<file path="src/rtl/gf_pkg.sv">
// Shared GF(2^M) helpers for the Reed-Solomon arithmetic engine.
// Holds default field polynomials and a width-masked carry-less multiply.
package gf_pkg;

   localparam int GF_MAX_M = 16;
   localparam int GF_ZW    = 2 * GF_MAX_M - 1;

   localparam logic [4:0] GF4_POLY = 5'h13;
   localparam logic [8:0] GF8_POLY = 9'h11D;

   // Carry-less product of the low m bits of a and b.
   // Bits of a and b at or above m are ignored.
   function automatic logic [GF_ZW-1:0] gf_clmul(
      input logic [GF_MAX_M-1:0] a,
      input logic [GF_MAX_M-1:0] b,
      input int                  m
   );
      logic [GF_ZW-1:0] z;
      logic [GF_ZW-1:0] am;
      z  = '0;
      am = '0;
      for (int i = 0; i < GF_MAX_M; i++) begin
         if (i < m) am[i] = a[i];
      end
      for (int i = 0; i < GF_MAX_M; i++) begin
         if ((i < m) && b[i]) z = z ^ (am << i);
      end
      return z;
   endfunction

endpackage

</file>
<file path="src/rtl/gf_reduce.sv">
// Combinational reduction of a 2M-1 bit carry-less product modulo POLY.
// Ports: i_z (2M-1 bit product), o_p (M bit field element).
module gf_reduce
   import gf_pkg::*;
#(
   parameter int         M    = 8,
   parameter logic [M:0] POLY = 9'h11D
) (
   input  logic [2*M-2:0] i_z,
   output logic [M-1:0]   o_p
);

   localparam logic [2*M-2:0] POLY_EXT = (2*M-1)'(POLY);

   logic [2*M-2:0] w_r;

   // MSB first: each cleared top bit may set lower ones.
   always_comb begin
      w_r = i_z;
      for (int k = 2*M-2; k >= M; k--) begin
         if (w_r[k]) w_r = w_r ^ (POLY_EXT << (k - M));
      end
      o_p = w_r[M-1:0];
   end

endmodule

</file>
<file path="src/rtl/gf_mac_pipe.sv">
// Pipelined GF(2^M) multiplier with XOR multiply-accumulate mode.
// Ports: clk, rst_n (sync, active-low); in_valid/in_ready/in_a/in_b/
// in_mac/in_last input beat; out_valid/out_ready/out_x/out_last result;
// acc_open flags a partial MAC sum held in the accumulator.
module gf_mac_pipe
   import gf_pkg::*;
#(
   parameter int         M      = 8,
   parameter logic [M:0] POLY   = 9'h11D,
   parameter int         STAGES = 2
) (
   input  logic         clk,
   input  logic         rst_n,
   input  logic         in_valid,
   output logic         in_ready,
   input  logic [M-1:0] in_a,
   input  logic [M-1:0] in_b,
   input  logic         in_mac,
   input  logic         in_last,
   output logic         out_valid,
   input  logic         out_ready,
   output logic [M-1:0] out_x,
   output logic         out_last,
   output logic         acc_open
);

   localparam int ZW = 2 * M - 1;

   if ((M < 2) || (M > GF_MAX_M)) begin : g_bad_m
      $error("gf_mac_pipe: M out of range 2..16");
   end
   if (POLY[M] != 1'b1) begin : g_bad_poly
      $error("gf_mac_pipe: POLY[M] must be 1");
   end
   if ((STAGES != 1) && (STAGES != 2)) begin : g_bad_stages
      $error("gf_mac_pipe: STAGES must be 1 or 2");
   end

   logic              w_advance;
   logic [GF_ZW-1:0]  w_zfull;
   logic [ZW-1:0]     w_z;
   logic              w_unused;
   logic              w_fv;
   logic              w_fmac;
   logic              w_flast;
   logic [ZW-1:0]     w_fz;
   logic [M-1:0]      w_p;

   logic              r_out_valid;
   logic [M-1:0]      r_out_x;
   logic              r_out_last;
   logic [M-1:0]      r_acc;
   logic              r_acc_open;

   // Whole pipeline freezes while a result waits downstream.
   // out_ready -> in_ready is deliberately combinational.
   assign w_advance = !r_out_valid || out_ready;
   assign in_ready  = w_advance;

   assign w_zfull  = gf_clmul(GF_MAX_M'(in_a), GF_MAX_M'(in_b), M);
   assign w_z      = w_zfull[ZW-1:0];
   assign w_unused = ^(w_zfull >> ZW);

   if (STAGES == 2) begin : g_two
      logic          r_s1_valid;
      logic [ZW-1:0] r_s1_z;
      logic          r_s1_mac;
      logic          r_s1_last;

      always_ff @(posedge clk) begin
         if (!rst_n) begin
            r_s1_valid <= 1'b0;
            r_s1_z     <= '0;
            r_s1_mac   <= 1'b0;
            r_s1_last  <= 1'b0;
         end else if (w_advance) begin
            r_s1_valid <= in_valid;
            r_s1_z     <= w_z;
            r_s1_mac   <= in_mac;
            r_s1_last  <= in_last;
         end
      end

      assign w_fv    = r_s1_valid;
      assign w_fz    = r_s1_z;
      assign w_fmac  = r_s1_mac;
      assign w_flast = r_s1_last;
   end else begin : g_one
      assign w_fv    = in_valid;
      assign w_fz    = w_z;
      assign w_fmac  = in_mac;
      assign w_flast = in_last;
   end

   gf_reduce #(
      .M    (M),
      .POLY (POLY)
   ) u_reduce (
      .i_z (w_fz),
      .o_p (w_p)
   );

   always_ff @(posedge clk) begin
      if (!rst_n) begin
         r_out_valid <= 1'b0;
         r_out_x     <= '0;
         r_out_last  <= 1'b0;
         r_acc       <= '0;
         r_acc_open  <= 1'b0;
      end else if (w_advance) begin
         if (!w_fv) begin
            r_out_valid <= 1'b0;
         end else if (!w_fmac) begin
            r_out_x     <= w_p;
            r_out_last  <= w_flast;
            r_out_valid <= 1'b1;
         end else if (!w_flast) begin
            r_acc       <= r_acc ^ w_p;
            r_acc_open  <= 1'b1;
            r_out_valid <= 1'b0;
         end else begin
            r_out_x     <= r_acc ^ w_p;
            r_out_last  <= 1'b1;
            r_out_valid <= 1'b1;
            r_acc       <= '0;
            r_acc_open  <= 1'b0;
         end
      end
   end

   assign out_valid = r_out_valid;
   assign out_x     = r_out_x;
   assign out_last  = r_out_last;
   assign acc_open  = r_acc_open;

endmodule

</file>
<file path="config.mk">
export PLATFORM = sky130hd
export DESIGN_NAME = gf_mac_pipe
export DESIGN_NICKNAME = d
export VERILOG_FILES = /design/src/rtl/gf_pkg.sv /design/src/rtl/gf_reduce.sv /design/src/rtl/gf_mac_pipe.sv
export SDC_FILE = /design/constraint.sdc
export NUM_CORES = 1
export LEC_CHECK = 0
export ABC_CLOCK_PERIOD_IN_PS = 2000
export BUFFER_PORTS_ARGS = -buffer_cell sky130_fd_sc_hd__buf_4
export CAP_MARGIN = 20
export CELL_PAD_IN_SITES_DETAIL_PLACEMENT = 1
export CELL_PAD_IN_SITES_GLOBAL_PLACEMENT = 1
export CORE_UTILIZATION = 42
export DETAILED_ROUTE_END_ITERATION = 10
export GPL_TIMING_DRIVEN = 0
export PLACE_DENSITY = 0.77
export REMOVE_ABC_BUFFERS = 1
export SLEW_MARGIN = 10
export SYNTH_ARGS = -nofsm -noshare
export SYNTH_HDL_FRONTEND = slang
export SYNTH_SLANG_ARGS = --single-unit
</file>
<file path="constraint.sdc">
create_clock -name clk -period 2 [get_ports clk]
set_input_delay 0.6 -clock clk [delete_from_list [all_inputs] [get_ports clk]]
set_output_delay 0.6 -clock clk [all_outputs]
set_load 0.1 [all_outputs]
</file>
==> metrics.md <==
| Metric | Value |
|---|---|
| Result of the run | completed |
| First-pass DRT Iterations | 4 |
| Headroom to the max-slew limit | 62.18% |
| Congestion Overflow GR | 0 |
| Setup violation total in the final timing report | 0 |
| Cell Rows | 27 |
| Clock tree from TritonCTS | built |
| Gate count after technology mapping | 325 |
| Starting density of the core | 43.63% |
| Count of buffers from port buffering | 33 |
| Weighted congestion reported at the end of routability-driven placement | 0.8119 |
| Worst-Skew Late Latency | 0.29 ns |
| Number of max-cap violations | 0 |
| Global routing usage summed across all routing layers | 20.73% |
| Total non-filler cell area in the finished layout | 2786 um^2 |
| Average wire length per cell after detail routing | 13.79 um |
| Placed cells | 403 |
| Critical Setup Path Class | in -> out |
| Startpoint of the most critical setup path | out_ready |
| Final standard cell count with taps included and fillers excluded | 412 |
| Placeable core region | 5540 um^2 |
| Total wire length after detailed routing | 5681 um |
| Total power divided by cell area | 869.8 nW/um^2 |
| Seq cells post-synth | 37 |
| Number of global-route vias before repair | 2118 |
| Required time of the critical path | 1.40 ns |
| Internal reg-to-reg setup slack | 0.26 ns |
| Data arrival at the endpoint of the critical path | 1.35 ns |
| Crit path to | in_ready |
| Post-synth cell types | 24 |
| Die Height | 77.87 um |
| Max Clock Skew | 0.003826 ns |
| Number of buffers inserted for hold repair after clock tree synthesis | 0 |
| Final hold vios | 0 |
| Peak-usage layer in the global routing report | met2 |
| RSZ-0062 raised after global routing | true |
| Total count of max-transition violations in the final report | 0 |
| Number of warnings reported in the yosys synthesis log | 0 |
| Met3 GRT Util | 4.471% |
| Category of the worst setup path launch point | input pin |
| Net count reported at finish | 361 |
| TritonCTS Sinks | 37 |
| Antenna viol nets, final | 0 |
| I/O pin count | 34 |
| GR Util met1 | 22.66% |
| Max Root-Sink Buffers | 2 |
| Layout cell share with drive strength beyond 1 | 14.12% |
| Initial DRC Count | 44 |
| Netlist area before placement | 2417 um^2 |
| Final core utilization | 50.29% |
| Power consumption | 0.002424 W |
| Transition time at the pin with the least slew margin | 0.5666 ns |
| Met2 Usage GRT | 39.56% |
| Routed via count | 2109 |
| Layout-stage area growth over the synthesis result | 15.27% |
| Pre-CTS WS | -1.576 ns |
| Number of inserted filler cells in the final layout | 709 |
| Classification of the worst-slack hold path | reg -> reg |
| Final Worst Setup Slack | 0.04800 ns |
| Antenna violations before repair | 0 |
| Clock-pin transition on the worst setup and hold timing paths | 0.07 ns |
| Post-place instance area | 2641 um^2 |
| Maximum ir drop on the vdd rail | 0.4258 mV |
| Num CTS Buffers | 5 |
| Total half-perimeter wirelength after legalization and detailed placement | 4087 um |
| Reg-to-Reg Start | g_two.r_s1_mac$_SDFFE_PN0N_ |
| Static Leak | 1.053 nW |
| Capturing point of the worst reg2reg path | r_acc[5]$_SDFFE_PN0P_ |
| Root buffer cell | sky130_fd_sc_hd__clkbuf_8 |
| Shortest period the worst path allows | 1.952 ns |
| Number of diodes | 0 |
| Leading cell types in the layout, fill and taps excluded | sky130_fd_sc_hd__nand2_1 (92), sky130_fd_sc_hd__xnor2_1 (59), sky130_fd_sc_hd__dfxtp_1 (37), sky130_fd_sc_hd__buf_4 (34), sky130_fd_sc_hd__a21oi_1 (22) |
| Achievable frequency | 0.5123 GHz |
| First-pass GRT wire length | 9873 um |
| Most frequent standard cell in the layout excluding fill and tap cells | sky130_fd_sc_hd__nand2_1 |
| Die Footprint | 6063 um^2 |
| Via density per instance | 5.119 |
| Register area share after synthesis | 30.64% |
| Largest net degree at the start of global routing | 29 |
| FF-to-FF path depth | 3 |
| Depth of the CTS H-tree | 2 |
| CP endpoint kind | output pin |
| Final critical-path share of the clock period | 97.60% |
| Worst-path maximum fanout | 26 |
| Post-route DRC | 0 |
| Mean Syn Cell Area | 7.438 um^2 |
| X dimension of the die | 77.87 um |
==> metrics by stage <==
step | setup TNS (ns) | hold WS [ns]
2_1_floorplan | -55.91 | 0.4444
3_3_place_gp | -42.60 | 0.4534
3_5_place_dp | -45.46 | 0.4722
4_1_cts | 0 | 0.4822
5_1_grt | -0.003012 | 0.5111
6_report | 0 | 0.4766
==> critical path, stage by stage <==
cell	delay, ns
sky130_fd_sc_hd__buf_4	0.12
sky130_fd_sc_hd__nor2b_4	0.15
sky130_fd_sc_hd__clkinv_4	0.19
sky130_fd_sc_hd__buf_4	0.29
==> routing by layer <==
layer	share of wire, %	wire [um]	vias to the layer above
li1	-	-	1062
met5	0	0	-
met3	3.0	169	5
met4	0.97	55	0
met2	53	2998	37
met1	43	2458	1005
==> flip-flops by register name (all words and copies together), names as in the netlist <==
name and count:
out_last 1, g_two.r_s1_mac 1, out_x 8, g_two.r_s1_last 1, r_acc 8, g_two.r_s1_valid 1, acc_open 1, g_two.r_s1_z 15
out_valid 1
==> cell type report <==
type	instances	area, um^2	share of cell area, %
clock buffer	7	96.34	3.458
clock inverter	1	5.005	0.1796
inverter	3	16.27	0.5837
multi-input combinational	258	1583	56.80
sequential	37	740.7	26.58
tap	72	90.09	3.233
timing repair buffer	34	255.2	9.160
==> report_power, final <==
group          switching, W  internal (W)  total, W
Clock              0.000262      0.000311  0.000573
Combinational      0.000554      0.000398  0.000951
Sequential        0.0000807      0.000818  0.000899
Total              0.000896       0.00153   0.00242
==> synth_stat cells, drive strengths merged <==
| cell | count | area share, % |
|---|---|---|
| or3b | 3 | 1.1 |
| xor2 | 20 | 7.2 |
| clkinv | 1 | 0.16 |
| mux2i | 4 | 1.7 |
| a211oi | 6 | 1.9 |
| nand2 | 92 | 14 |
| a21oi | 23 | 4.8 |
| nand3b | 1 | 0.31 |
| o21ai | 10 | 2.1 |
| nand3 | 8 | 1.7 |
| nor2b | 1 | 0.26 |
| nor3 | 4 | 0.83 |
| dfxtp | 37 | 31 |
| nor3b | 4 | 1.2 |
| xnor2 | 60 | 22 |
| inv | 2 | 0.31 |
| a31oi | 4 | 1.0 |
| or4b | 4 | 1.7 |
| clkbuf | 22 | 3.4 |
| buf | 5 | 1.3 |
| nor2 | 14 | 2.2 |
==> timing repair <==
item                       in CTS  in global routing
setup endpoints to repair      38                  6
gates resized for setup         6                  2
buffers inserted                1                  0
==> how the worst min path moves through the flow <==
| stage | to | slack, ns | cells after the start | startpoint |
|---|---|---|---|---|
| after global routing | g_two.r_s1_z[2]$_SDFFE_PN0N_ | 0.51 | 2 | g_two.r_s1_z[2]$_SDFFE_PN0N_ |
| after detailed placement | g_two.r_s1_z[0]$_SDFFE_PN0N_ | 0.47 | 2 | g_two.r_s1_z[0]$_SDFFE_PN0N_ |
| final | g_two.r_s1_z[0]$_SDFFE_PN0N_ | 0.48 | 2 | g_two.r_s1_z[0]$_SDFFE_PN0N_ |
| after global placement | g_two.r_s1_z[0]$_SDFFE_PN0N_ | 0.45 | 2 | g_two.r_s1_z[0]$_SDFFE_PN0N_ |
| after CTS | g_two.r_s1_z[0]$_SDFFE_PN0N_ | 0.48 | 2 | g_two.r_s1_z[0]$_SDFFE_PN0N_ |
| after floorplan | g_two.r_s1_z[2]$_SDFFE_PN0N_ | 0.44 | 2 | g_two.r_s1_z[2]$_SDFFE_PN0N_ |
==> cell families (layout without fill, tap and decap cells) <==
kind of cell | count (synthesis) | in the layout | synth area share (%)
simple gates | 131 | 131 | 23.50
xor+xnor | 80 | 80 | 29.30
flops | 37 | 37 | 30.64
buf+inv | 30 | 45 | 5.176
mux | 4 | 4 | 1.656
compound gates | 43 | 43 | 9.731
Note: power is estimated with default switching activity, not from simulation.
